$ cat config.mk
export PLATFORM = sky130hd
export DESIGN_NAME = debounce_scheduler_flat
export DESIGN_NICKNAME = d
export VERILOG_FILES = /design/src/rtl/debounce_scheduler_if.sv /design/src/rtl/debounce_scheduler.sv /design/src/flat_wrapper.sv
export SDC_FILE = /design/constraint.sdc
export NUM_CORES = 1
export LEC_CHECK = 0
export BUFFER_PORTS_ARGS = -buffer_cell sky130_fd_sc_hd__buf_4
export CORE_ASPECT_RATIO = 0.9
export CORE_MARGIN = 2
export CORE_UTILIZATION = 60
export CTS_CLUSTER_SIZE = 16
export DETAILED_ROUTE_END_ITERATION = 8
export PLACE_DENSITY_LB_ADDON = 0.15
export SYNTH_ARGS = -nofsm -noshare
export SYNTH_HDL_FRONTEND = slang
export SYNTH_SLANG_ARGS = --single-unit
$ cat constraint.sdc
create_clock -name clk -period 6.5 [get_ports clk]
set_input_delay 0.975 -clock clk [delete_from_list [all_inputs] [get_ports clk]]
set_output_delay 0.975 -clock clk [all_outputs]
set_load 0.005 [all_outputs]
$ cat src/rtl/debounce_scheduler_if.sv
// Change-event handshake between the debounce scheduler and its consumer.
// The master presents one event at a time; the slave accepts it with event_ready.
interface debounce_scheduler_if #(
  parameter int unsigned N_INPUTS = 8
);
  logic                        event_valid;
  logic                        event_ready;
  logic [$clog2(N_INPUTS)-1:0] event_idx;
  logic                        event_level;

  modport master (
    output event_valid,
    output event_idx,
    output event_level,
    input  event_ready
  );

  modport slave (
    input  event_valid,
    input  event_idx,
    input  event_level,
    output event_ready
  );
endinterface

$ cat src/rtl/debounce_scheduler.sv
// Round-robin debounce engine: one shared counter datapath visits each channel in turn,
// and every clean-level change is queued as a pending bit and reported on a valid/ready port.
module debounce_scheduler #(
  parameter int unsigned N_INPUTS    = 8,
  parameter int unsigned CNT_BITS    = 14,
  parameter bit          RESET_LEVEL = 1'b0
) (
  input  logic                        clk,
  input  logic                        rst_n,
  input  logic                        scan_en_i,
  input  logic [N_INPUTS-1:0]         pb_i,
  output logic [N_INPUTS-1:0]         clean_pb_o,
  output logic [$clog2(N_INPUTS)-1:0] scan_idx_o,
  debounce_scheduler_if.master        ev_o
);

  localparam int unsigned            IdxW    = $clog2(N_INPUTS);
  localparam logic [IdxW-1:0]        LastIdx = IdxW'(N_INPUTS - 1);
  localparam logic [CNT_BITS-1:0]    CntMax  = '1;
  localparam logic [N_INPUTS-1:0]    RstVec  = {N_INPUTS{RESET_LEVEL}};

  logic [N_INPUTS-1:0]               sync1_q, sync2_q;
  logic [IdxW-1:0]                   scan_idx_q, scan_idx_d;
  logic [N_INPUTS-1:0]               last_q, last_d;
  logic [N_INPUTS-1:0]               clean_q, clean_d;
  logic [N_INPUTS-1:0][CNT_BITS-1:0] cnt_q, cnt_d;
  logic [N_INPUTS-1:0]               pending_q, pending_d;
  logic [N_INPUTS-1:0]               pend_set, pend_clr;
  logic                              ev_valid_q, ev_valid_d;
  logic [IdxW-1:0]                   ev_idx_q, ev_idx_d;
  logic                              ev_level_q, ev_level_d;
  logic                              load;
  logic                              found;
  logic [IdxW-1:0]                   sel;

  // Two-flop synchronizer per raw input
  always_ff @(posedge clk or negedge rst_n) begin
    if (!rst_n) begin
      sync1_q <= RstVec;
      sync2_q <= RstVec;
    end else begin
      sync1_q <= pb_i;
      sync2_q <= sync1_q;
    end
  end

  always_comb begin
    scan_idx_d = scan_idx_q;
    if (scan_en_i) begin
      scan_idx_d = (scan_idx_q == LastIdx) ? '0 : scan_idx_q + 1'b1;
    end
  end

  // Service the channel under the scan pointer; a sample mismatch always restarts the count
  always_comb begin
    last_d   = last_q;
    clean_d  = clean_q;
    cnt_d    = cnt_q;
    pend_set = '0;
    if (scan_en_i) begin
      if (sync2_q[scan_idx_q] != last_q[scan_idx_q]) begin
        last_d[scan_idx_q] = sync2_q[scan_idx_q];
        cnt_d[scan_idx_q]  = '0;
      end else if (cnt_q[scan_idx_q] == CntMax) begin
        if (clean_q[scan_idx_q] != last_q[scan_idx_q]) begin
          clean_d[scan_idx_q]  = last_q[scan_idx_q];
          pend_set[scan_idx_q] = 1'b1;
        end
      end else begin
        cnt_d[scan_idx_q] = cnt_q[scan_idx_q] + 1'b1;
      end
    end
  end

  // Lowest set pending bit wins; descending loop so the last hit is the lowest index
  always_comb begin
    found = 1'b0;
    sel   = '0;
    for (int i = int'(N_INPUTS) - 1; i >= 0; i--) begin
      if (pending_q[i]) begin
        found = 1'b1;
        sel   = IdxW'(i);
      end
    end
  end

  always_comb begin
    load       = !ev_valid_q || ev_o.event_ready;
    ev_valid_d = ev_valid_q;
    ev_idx_d   = ev_idx_q;
    ev_level_d = ev_level_q;
    pend_clr   = '0;
    if (load) begin
      ev_valid_d = found;
      if (found) begin
        ev_idx_d      = sel;
        ev_level_d    = clean_d[sel];
        pend_clr[sel] = 1'b1;
      end
    end
    // A change landing in the same cycle as the clear must survive
    pending_d = (pending_q & ~pend_clr) | pend_set;
  end

  always_ff @(posedge clk or negedge rst_n) begin
    if (!rst_n) begin
      scan_idx_q <= '0;
      last_q     <= RstVec;
      clean_q    <= RstVec;
      cnt_q      <= '0;
      pending_q  <= '0;
      ev_valid_q <= 1'b0;
      ev_idx_q   <= '0;
      ev_level_q <= 1'b0;
    end else begin
      scan_idx_q <= scan_idx_d;
      last_q     <= last_d;
      clean_q    <= clean_d;
      cnt_q      <= cnt_d;
      pending_q  <= pending_d;
      ev_valid_q <= ev_valid_d;
      ev_idx_q   <= ev_idx_d;
      ev_level_q <= ev_level_d;
    end
  end

  assign clean_pb_o        = clean_q;
  assign scan_idx_o        = scan_idx_q;
  assign ev_o.event_valid  = ev_valid_q;
  assign ev_o.event_idx    = ev_idx_q;
  assign ev_o.event_level  = ev_level_q;

endmodule

$ cat src/flat_wrapper.sv
// flat-port wrapper written by rule: the top's interface ports become plain ports
module debounce_scheduler_flat 
#(
  parameter int unsigned N_INPUTS    = 8,
  parameter int unsigned CNT_BITS    = 14,
  parameter bit          RESET_LEVEL = 1'b0
)
  (clk, rst_n, scan_en_i, pb_i, clean_pb_o, scan_idx_o, ev_o_event_valid, ev_o_event_idx, ev_o_event_level, ev_o_event_ready);
  debounce_scheduler_if #(.N_INPUTS(N_INPUTS)) ev_o_i ();
  input  logic clk;
  input  logic rst_n;
  input  logic scan_en_i;
  input  logic [N_INPUTS-1:0] pb_i;
  output logic [N_INPUTS-1:0] clean_pb_o;
  output logic [$clog2(N_INPUTS)-1:0] scan_idx_o;
  output wire logic [$bits(ev_o_i.event_valid)-1:0] ev_o_event_valid;
  output wire logic [$bits(ev_o_i.event_idx)-1:0] ev_o_event_idx;
  output wire logic [$bits(ev_o_i.event_level)-1:0] ev_o_event_level;
  input wire logic [$bits(ev_o_i.event_ready)-1:0] ev_o_event_ready;
  assign ev_o_event_valid = ev_o_i.event_valid;
  assign ev_o_event_idx = ev_o_i.event_idx;
  assign ev_o_event_level = ev_o_i.event_level;
  assign ev_o_i.event_ready = ev_o_event_ready;
  debounce_scheduler #(.N_INPUTS(N_INPUTS), .CNT_BITS(CNT_BITS), .RESET_LEVEL(RESET_LEVEL)) u_core (.clk(clk), .rst_n(rst_n), .scan_en_i(scan_en_i), .pb_i(pb_i), .clean_pb_o(clean_pb_o), .scan_idx_o(scan_idx_o), .ev_o(ev_o_i));
endmodule
==> results of run 1 <==
==> report_power, final <==
part           switching, mW  internal, mW  total, mW  leakage [nW]
Combinational          0.631         0.340      0.970          1.51
Clock                  0.410         0.651       1.06         0.309
Sequential             0.109          1.10       1.21          2.16
Total                   1.15          2.09       3.24          3.97
==> layer usage <==
layer | GRT usage, % | vias up | routed length, um
met1 | 44.5 | 2894 | 8840
met3 | 8.56 | 34 | 1460
met5 | 0 | - | 0
li1 | - | 2421 | -
met2 | 44.8 | 206 | 9120
met4 | 9.77 | 0 | 308
==> state kept, by name, indices dropped and copies added, names as in the netlist <==
| name | flops |
|---|---|
| u_core.ev_o.event_level | 1 |
| u_core.sync2_q | 8 |
| u_core.pending_q | 8 |
| u_core.cnt_q | 112 |
| u_core.sync1_q | 8 |
| u_core.scan_idx_o | 3 |
| u_core.ev_o.event_idx | 3 |
| u_core.last_q | 8 |
| u_core.ev_o.event_valid | 1 |
| u_core.clean_pb_o | 8 |
==> worst max-delay path, delay by kind of cell, from the launching register on <==
family          cells  cell delay, ns
simple gates        4            1.52
compound gates      4            1.54
flops               1            0.68
buf+inv             2            0.65
==> final cells by class <==
type	count	area, um^2
Sequential cell	160	4010
Multi-Input combinational cell	433	3460
Fill cell	903	4040
Timing Repair Buffer	33	251
Inverter	12	45.0
Clock buffer	22	484
Tap cell	164	205
Clock inverter	10	149
==> through the flow <==
stage                     worst slack, ns  utilization (%)  area (um^2)
after floorplan                      2.83                -         7740
after global routing                 1.50             68.0         8600
after detailed placement             1.99             63.0         7970
after CTS                            1.98             68.0         8600
after global placement               2.09             63.0         7970
final                                1.97             68.0         8600
==> synthesized netlist by cell type (3+ instances only) <==
library cell / n / area share [%]
a21oi_1: 26 / 1.7
a22o_1: 71 / 8.0
a22oi_1: 6 / 0.58
a31oi_1: 3 / 0.24
and2_1: 8 / 0.65
and3_1: 4 / 0.32
and3b_1: 3 / 0.34
buf_2: 22 / 1.4
buf_4: 4 / 0.39
buf_6: 4 / 0.58
clkbuf_1: 6 / 0.29
dfrtp_1: 160 / 52
ha_1: 3 / 0.49
inv_1: 10 / 0.49
mux2_2: 44 / 6.4
mux2i_1: 24 / 3.1
mux4_1: 4 / 1.4
mux4_2: 19 / 5.5
nand2_1: 55 / 2.7
nand2b_1: 9 / 0.73
nand3_1: 9 / 0.58
nor2_1: 36 / 1.7
nor3_1: 10 / 0.65
nor3b_1: 3 / 0.29
o21ai_0: 32 / 2.1
o22ai_1: 3 / 0.24
o31ai_1: 3 / 0.29
or2_2: 9 / 0.73
xnor2_1: 6 / 0.68
xor2_1: 4 / 0.45
==> final timing paths <==
check | startpoint | end | depth (start not counted)
max | u_core.scan_idx_o[1] | u_core.cnt_q[8] | 10
min | u_core.sync1_q[4] | u_core.sync2_q[4] | 0
max reg2reg | u_core.scan_idx_o[1] | u_core.cnt_q[8] | 10
max in group asynchronous | rst_n | u_core.cnt_q[90] | 2
min reg2reg | u_core.sync1_q[4] | u_core.sync2_q[4] | 0
min in group asynchronous | rst_n | u_core.sync1_q[3] | 1
==> kinds of logic after synthesis <==
| group | after synthesis | share of synthesized area [%] |
|---|---|---|
| AO/OA/AOI/OAI | 163 | 15.5 |
| flip-flops | 160 | 51.7 |
| buffers and inverters | 50 | 3.57 |
| multiplexers | 91 | 16.4 |
| XOR/XNOR | 10 | 1.13 |
| adder cells (fa/ha/maj) | 3 | 0.485 |
| AND/OR/NAND/NOR | 166 | 11.2 |
==> results.py, run 1 <==
metrics = {
    "cells_and_area": {
        "mostFrequentLayoutCells": "dfrtp_1, a22o_1, nand2_1, mux2_2, nor2_1",
        "nets": 672,
        "final_common_cell": "dfrtp_1",
        "layoutNonFillerInstCount": 834,
        "drive_above_1_share_pct": 22.2,
        "area_growth_pct": 11.1,
        "n_antenna_cell": 0,
    },
    "power": {
        "total_power_mw": 3.24,
        "leakage_nw": 3.97,
        "p_per_area_nw_per_um2": 377,
        "ir_drop_mv": 0.248,
    },
    "floorplanning": {
        "dieArea_um2": 13800,
        "die_width_um": 124,
        "ioPinCount": 28,
        "row_count": 39,
        "core-area_um2": 12600,
        "die_h_um": 112,
        "initial_core_util_pct": 61.2,
    },
    "setup_path": {
        "path_max_fanout": 27,
        "slowest_delay_ns": 0.68,
        "critPathSlowestCell": "dfrtp_1",
        "path_cells": "buf_4 -> inv_2 -> a31o_1 -> a211o_4 -> and3_4 -> or2_1 -> o31ai_1 -> or2_2 -> nand2_1 -> a22o_1",
        "cp-end-kind": "register",
        "critPathLaunchType": "register",
        "regToRegSetupSlack_ns": 1.97,
        "crit_type": "reg2reg",
        "critPathArrivalTime_ns": 4.84,
        "cp.required_ns": 6.81,
    },
    "sta": {
        "finalHoldViolCount": 0,
        "fin_crit_sh_pct": 69.7,
        "rsz0062_at_grt": "no",
        "setup_viol": 0,
        "fin_worst_hold_slack_ns": 0.347,
        "fmax_mhz": 221,
        "skew_ns": 0.0100,
        "finalCriticalPeriod_ns": 4.53,
        "drv_slew": 0,
        "max_slew_margin_pct": 34.4,
        "tightest_slew_ns": 0.982,
        "fin_setup_tns_ns": 0,
    },
    "run_status": {
        "status": "finished, final reports clean",
    },
    "place": {
        "routabilityCongestion": 0.956,
        "dp_hpwl_mm": 13.3,
        "dp_cells": 802,
        "port_buffers": 27,
    },
    "route": {
        "vias_per_cell": 6.66,
        "drtIter0Drc": 508,
        "wl_mm": 19.7,
        "vias": 5555,
        "drt_pass1_iterations": 5,
        "ant_nets": 0,
        "wl_per_cell_um": 23.6,
        "drc": 0,
    },
    "global_route": {
        "antenna_found_initial": 0,
        "grt_use_total_pct": 30.5,
        "grt_max_degree": 102,
        "grt_pass1_vias": 5585,
        "grt_first_pass_wirelength_mm": 31.2,
        "grt_overflow": 0,
    },
    "yosys": {
        "yosys_register_bits": 160,
        "syn_inst": 643,
        "synth.avg_cell_area_um2": 12.0,
        "synthArstFlopShare_pct": 100,
        "netlist_area_um2": 7740,
        "seq_area_frac_synth_pct": 51.7,
        "ys_warn_count": 0,
        "synth_nets": 658,
        "synth-main-ff-cell": "dfrtp_1",
        "synth_cell_types": 65,
        "synth_edf_count": 0,
    },
    "clock_network": {
        "ctsHtreeMaxLevel": 4,
        "cts_hold_buf": 0,
        "numCtsBuffers": 17,
        "clock_path_buffers": 2,
        "insertion_delay_ns": 0.43,
        "cts-root-buf": "clkbuf_16",
        "cts_sinks": 160,
        "post_cts_resized": 0,
        "clk_pin_slew_ns": 0.06,
        "cts_tree": "done",
        "postCtsSetupBuffers": 0,
    },
    "flow_run": {
        "cap_violations": 0,
    },
    "worst_hold_path": {
        "hold_class": "reg2reg",
    },
}
Note: power is estimated with default switching activity, not from simulation.
==> inputs of run 2 (changes only) <==
--- a/config.mk
+++ b/config.mk
@@ -5,6 +5,7 @@
 export SDC_FILE = /design/constraint.sdc
 export NUM_CORES = 1
 export LEC_CHECK = 0
+export ABC_AREA = 1
 export BUFFER_PORTS_ARGS = -buffer_cell sky130_fd_sc_hd__buf_4
 export CORE_ASPECT_RATIO = 0.9
 export CORE_MARGIN = 2
==> constraint.sdc (replaced) <==
create_clock -name clk -period 4.3 [get_ports clk]
set_input_delay 0.645 -clock clk [delete_from_list [all_inputs] [get_ports clk]]
set_output_delay 0.645 -clock clk [all_outputs]
set_load 0.005 [all_outputs]
==> run 2 against run 1 <==
Setup slack got worse by 1.5 ns; count of clock-buffer cells in the layout decreased by 5; global-route usage increased by 3.0 points; clock power increased by 48%; non-clock buffer count increased by 11; utilization increased by 0.55 points; critical path type unchanged; highest routed layer unchanged.
==> results.py, run 2 <==
metrics = {
    "route": {
        "drt_pass1_iterations": 5,
        "ant_nets": 0,
        "drc": 0,
        "wl_per_cell_um": 18.3,
        "vias_per_cell": 5.63,
        "vias": 7087,
        "wl_mm": 23.0,
        "drtIter0Drc": 787,
    },
    "floorplanning": {
        "initial_core_util_pct": 61.2,
        "die_h_um": 115,
        "dieArea_um2": 14500,
        "core-area_um2": 13300,
        "ioPinCount": 28,
        "row_count": 40,
        "die_width_um": 127,
    },
    "yosys": {
        "synth_compound_area_share_pct": 11.2,
        "yosys_register_bits": 160,
        "ys_warn_count": 0,
        "synth.avg_cell_area_um2": 7.85,
        "synth.most_common_cell": "nand2_1",
        "synthArstFlopShare_pct": 100,
        "synth_top_cell_area_share_pct": 49.2,
        "synth_fa_ha_area_share_pct": 0.461,
        "synth_top_area_cell": "dfrtp_1",
        "synth_top_family_by_area": "simple AND/OR/NAND/NOR gates",
        "synthMuxAreaShare_pct": 0.492,
        "post_synth_xor_area_fraction_pct": 0.215,
        "yosys-top-cells-count": "nand2_1, dfrtp_1, inv_1",
        "yosys.area_share.simple_pct": 29.3,
        "synth_cell_types": 40,
        "seq_area_frac_synth_pct": 49.2,
        "synth.area.top_cells": "dfrtp_1, nand2_1, inv_1, o21ai_0, o22ai_1",
        "synth_nets": 1052,
        "syn_inst": 1037,
        "synth-main-ff-cell": "dfrtp_1",
        "netlist_area_um2": 8140,
        "synth_edf_count": 0,
    },
    "setup_path": {
        "critPathLaunchType": "register",
        "regToRegSetupSlack_ns": 0.46,
        "critPathArrivalTime_ns": 4.16,
        "reg2reg_to": "u_core.cnt_q[105]",
        "reg2reg_depth": 19,
        "cp-end-kind": "register",
        "rr_startpoint": "u_core.scan_idx_o[2]",
        "crit_type": "reg2reg",
        "path_max_fanout": 13,
        "cp.required_ns": 4.62,
    },
    "cells_and_area": {
        "filler_cell_count": 1101,
        "mostFrequentLayoutCells": "nand2_1, dfrtp_1, inv_1, o21ai_0, nand3_1",
        "nets": 1092,
        "regMostFlops": "u_core.cnt_q",
        "area_growth_pct": 12.1,
        "multi_input_area_um2": 3400,
        "drive_above_1_share_pct": 12.3,
        "final_common_cell": "nand2_1",
        "fin_util_pct": 68.6,
        "layoutNonFillerInstCount": 1258,
        "n_antenna_cell": 0,
        "register_area_um2": 4010,
        "largest_register_ffs": 112,
    },
    "global_route": {
        "grt_max_degree": 72,
        "grt_overflow": 0,
        "antenna_found_initial": 0,
        "grt_pass1_vias": 6556,
        "grt_use_total_pct": 33.5,
        "grt_first_pass_wirelength_mm": 36.4,
    },
    "place": {
        "dp_hpwl_mm": 16.0,
        "routabilityCongestion": 1.01,
        "port_buffers": 27,
        "dp_cells": 1226,
        "post-place-ws_ns": 0.607,
    },
    "clock_network": {
        "ctsHtreeMaxLevel": 4,
        "clock_path_buffers": 2,
        "postCtsSetupBuffers": 0,
        "cts-root-buf": "clkbuf_16",
        "cts_tree": "done",
        "clk_pin_slew_ns": 0.07,
        "insertion_delay_ns": 0.44,
        "cts_hold_buf": 0,
        "numCtsBuffers": 17,
        "post_cts_resized": 0,
        "cts_sinks": 160,
    },
    "power": {
        "p_per_area_nw_per_um2": 852,
        "ir_drop_mv": 0.514,
        "leakage_nw": 4.83,
    },
    "sta": {
        "max_slew_margin_pct": 43.0,
        "drv_slew": 0,
        "fin_worst_hold_slack_ns": 0.194,
        "fin_crit_sh_pct": 89.4,
        "rsz0062_at_grt": "no",
        "fin_setup_tns_ns": 0,
        "finalHoldViolCount": 0,
        "skew_ns": 0.00844,
        "fmax_mhz": 260,
        "tightest_slew_ns": 0.852,
        "setup_ws_ns": 0.455,
        "setup_viol": 0,
        "finalCriticalPeriod_ns": 3.84,
    },
    "run_status": {
        "status": "finished, final reports clean",
    },
    "worst_hold_path": {
        "hold_class": "in2async",
    },
    "flow_run": {
        "cap_violations": 0,
    },
}
-- run 2: changes by cell type after synthesis, sizes merged, moves of 14 or more --
cell   change
a22o      -71
mux2i     -20
mux4      -23
a21oi     -14
o22ai     +34
o21ai     +68
mux2      -44
nand3     +38
inv      +133
nor2      +26
nand2    +354
-- run 2: worst max-delay path by stage --
| stage | startpoint | to | slack, ns | depth (start not counted) |
|---|---|---|---|---|
| 6_report | u_core.scan_idx_o[2] | u_core.cnt_q[105] | 0.46 | 19 |
| 3_3_place_gp | u_core.scan_idx_o[2] | u_core.cnt_q[105] | 0.79 | 18 |
| 5_1_grt | u_core.scan_idx_o[2] | u_core.ev_o.event_level | 0.15 | 19 |
| 3_5_place_dp | u_core.scan_idx_o[2] | u_core.ev_o.event_level | 0.61 | 19 |
| 2_1_floorplan | u_core.scan_idx_o[0] | u_core.cnt_q[64] | 1.42 | 20 |
| 4_1_cts | u_core.scan_idx_o[2] | u_core.cnt_q[105] | 0.56 | 19 |
-- run 2: where the power goes --
part,switching (mW),internal [mW]
sequential,0.293,2.09
clock,0.728,0.840
combinational,2.73,1.10
total,3.75,4.03
-- run 2: logic make-up (layout without fill, tap and decap cells) --
group                      Yosys count  after routing
AOI/OAI and AO/OA                  165            165
xor gates and xnor gates             2              2
adders and majority gates            3              3
buffers and inverters              169            222
DFF                                160            160
muxes                                4              4
and+or+nand+nor                    534            534
-- run 2: area by class of cell --
cell class / count / area share, %
timing repair buffer: 44 / 3.80
tap: 168 / 2.30
clock buffer: 17 / 4.66
inverter: 146 / 6.08
sequential: 160 / 43.9
multi-input combinational: 708 / 37.2
clock inverter: 15 / 2.06
-- run 2: through the flow --
stage               cell area (um^2)  power (mW)
floorplan                       8140        4.85
global placement                8520        6.07
detailed placement              8520        6.11
CTS                             9130        7.69
global route                    9130        8.27
finish                          9130        7.78
-- run 2: worst max-delay path: stages (launching register included) --
cell     delay (ns)
dfrtp_1        0.55
nor2_1         0.53
nand2_1        0.19
inv_1          0.29
nand2_1        0.09
o21ai_0        0.10
nor2_1         0.08
nand4_2        0.09
ha_1           0.22
nand3_2        0.12
nor2_2         0.20
nand3_2        0.16
nor2_8         0.19
nor2_8         0.09
nand2_2        0.25
inv_2          0.15
nor2_4         0.20
inv_2          0.05
nand2_1        0.06
o21ai_0        0.08
-- run 2: per-layer routing --
layer	share of wire, %	global-route usage, %	routed length [um]	up-vias
li1	-	-	-	3368
met1	43	48.3	9990	3335
met2	44	49.2	10100	339
met3	10	9.39	2360	45
met4	2.3	11.0	527	0
met5	0	0	0	-
==> inputs of run 3 (changes only) <==
--- a/config.mk
+++ b/config.mk
@@ -7,9 +7,11 @@
 export LEC_CHECK = 0
 export ABC_AREA = 1
 export BUFFER_PORTS_ARGS = -buffer_cell sky130_fd_sc_hd__buf_4
+export CELL_PAD_IN_SITES_DETAIL_PLACEMENT = 0
+export CELL_PAD_IN_SITES_GLOBAL_PLACEMENT = 1
 export CORE_ASPECT_RATIO = 0.9
 export CORE_MARGIN = 2
-export CORE_UTILIZATION = 60
+export CORE_UTILIZATION = 47
 export CTS_CLUSTER_SIZE = 16
 export DETAILED_ROUTE_END_ITERATION = 8
 export PLACE_DENSITY_LB_ADDON = 0.15
==> run 3 against run 2 <==
Clock skew is 0.00092 ns higher; wire length is 1.5% higher; count of clock-buffer cells in the layout is 1 higher; first-iteration DRC count is 21% lower; worst hold slack better by 0.12 ns; via count is 2.4% lower; final cell count is 3.0% higher.
==> results.py, run 3 (synthesized netlist as in run 2, its figures left out) <==
metrics = {
    "clock_network": {
        "clock_path_buffers": 2,
        "cts-root-buf": "clkbuf_16",
        "insertion_delay_ns": 0.43,
        "cts_tree": "done",
        "cts_hold_buf": 0,
        "post_cts_resized": 0,
        "ctsHtreeMaxLevel": 4,
        "postCtsSetupBuffers": 0,
        "clk_pin_slew_ns": 0.07,
        "cts_sinks": 160,
        "numCtsBuffers": 17,
    },
    "place": {
        "port_buffers": 27,
        "routabilityCongestion": 0.945,
        "place_area_um2": 8550,
        "dp_hpwl_mm": 16.3,
    },
    "cells_and_area": {
        "area_growth_pct": 12.6,
        "nets": 1088,
        "drive_above_1_share_pct": 11.8,
        "n_antenna_cell": 0,
        "largest_register_ffs": 112,
        "mostFrequentLayoutCells": "nand2_1, dfrtp_1, inv_1, o21ai_0, nand3_1",
        "design_area_um2": 9170,
        "regMostFlops": "u_core.cnt_q",
        "final_common_cell": "nand2_1",
    },
    "floorplanning": {
        "die_h_um": 129,
        "row_count": 45,
        "core-area_um2": 16900,
        "die_width_um": 143,
        "ioPinCount": 28,
        "initial_core_util_pct": 48.2,
        "dieArea_um2": 18400,
    },
    "sta": {
        "tightest_slew_ns": 0.965,
        "finalCriticalPeriod_ns": 3.79,
        "fmax_mhz": 264,
        "skew_ns": 0.00936,
        "rsz0062_at_grt": "no",
        "fin_setup_tns_ns": 0,
        "setup_viol": 0,
        "drv_slew": 0,
        "fin_crit_sh_pct": 88.0,
        "max_slew_margin_pct": 35.7,
        "finalHoldViolCount": 0,
    },
    "setup_path": {
        "cp-end-kind": "register",
        "crit_type": "reg2reg",
        "path_max_fanout": 13,
        "path_cells": "inv_2 -> nor2_2 -> nand2_1 -> o22ai_1 -> inv_1 -> nand4_1 -> ha_1 -> nand2_1 -> nor2_1 -> nand2_1 -> nor2_1 -> nand4_1 -> o21ai_1 -> nand2_1 -> o21ai_0 -> nor2_1 -> nor2_1 -> nor2_1",
        "cp.required_ns": 4.63,
        "cp_common_cell": "nor2_1",
        "critPathLaunchType": "register",
        "slowest_delay_ns": 0.65,
        "critPathSlowestCell": "dfrtp_1",
        "critPathArrivalTime_ns": 4.12,
    },
    "power": {
        "switchingPower_mw": 3.51,
        "power_frac_seq_pct": 30.9,
        "swShare_pct": 46.0,
        "comb_power_share_pct": 48.0,
        "leakage_nw": 4.81,
        "ir_drop_mv": 0.440,
        "p_int_mw": 4.13,
        "p_clk_share_pct": 21.0,
        "p_per_area_nw_per_um2": 833,
    },
    "global_route": {
        "grt_use_total_pct": 27.1,
        "grt_max_degree": 102,
        "antenna_found_initial": 0,
        "grt_pass1_vias": 6523,
        "grt_first_pass_wirelength_mm": 37.3,
        "grt_overflow": 0,
    },
    "route": {
        "drc": 0,
        "vias": 6916,
        "ant_nets": 0,
        "drtIter0Drc": 624,
        "wl_mm": 23.4,
        "vias_per_cell": 5.34,
        "drt_pass1_iterations": 7,
        "wl_per_cell_um": 18.0,
    },
    "run_status": {
        "status": "finished, final reports clean",
    },
    "flow_run": {
        "cap_violations": 0,
    },
    "worst_hold_path": {
        "hold_class": "in2reg",
    },
}
-- run 3: cell types whose count changed in the layout (fill, tap and decap cells not counted), sizes merged --
cell      previous run  this run
buf                 44        40
bufinv               1         4
clkbuf              17        18
clkinvlp             0         1
inv                153       147
-- run 3: worst max-delay path, delay by kind of cell, from the launching register on --
kind	cells	cell delay, ns
simple gates	12	1.87
flops	1	0.65
compound gates	3	0.64
buf+inv	2	0.26
fa+ha+maj	1	0.26
-- run 3: area by class of cell --
type | count | area, um^2
inverters | 146 | 556
repair buffers | 40 | 329
multi-input cells | 708 | 3400
fillers | 1634 | 7720
clock inverters | 13 | 186
clock buffers | 18 | 429
well taps | 211 | 264
flip-flops and latches | 160 | 4010
-- run 3: per-layer routing --
metal / part of all wire (%) / track usage, %
met1: 48 / 40.8
met5: 0 / 0
met3: 7.3 / 6.40
met2: 43 / 39.1
met4: 2.3 / 7.86
-- run 3: power by group through the flow --
| stage | clock, mW | combinational [mW] | sequential (mW) |
|---|---|---|---|
| 2_1_floorplan | 0 | 2.56 | 2.29 |
| 6_report | 1.61 | 3.67 | 2.36 |
| 5_1_grt | 1.70 | 4.08 | 2.43 |
| 4_1_cts | 1.64 | 3.65 | 2.36 |
| 3_3_place_gp | 0 | 3.63 | 2.37 |
| 3_5_place_dp | 0 | 3.64 | 2.38 |
-- run 3: path summary, 6_finish.rpt --
path	start	to	slack [ns]	cells after the start
worst max-delay path	u_core.scan_idx_o[2]	u_core.ev_o.event_level	0.51	18
worst max register to register	u_core.scan_idx_o[2]	u_core.ev_o.event_level	0.51	18
worst min-delay path	pb_i[3]	u_core.sync1_q[3]	0.31	1
min in group asynchronous	rst_n	u_core.cnt_q[25]	0.33	1
max in group asynchronous	rst_n	u_core.cnt_q[102]	3.12	2
worst min register to register	u_core.sync1_q[1]	u_core.sync2_q[1]	0.35	0
-- run 3: through the flow --
step	hold slack (ns)	power (mW)	instances	setup slack (ns)	utilization [%]
3_3_place_gp	0.332	5.99	1265	0.716	50.6
2_1_floorplan	0.331	4.85	1037	1.42	-
6_report	0.315	7.64	1296	0.514	54.3
4_1_cts	0.303	7.64	1296	0.594	54.3
3_5_place_dp	0.335	6.02	1265	0.634	50.6
5_1_grt	0.294	8.20	1296	0.0603	54.3
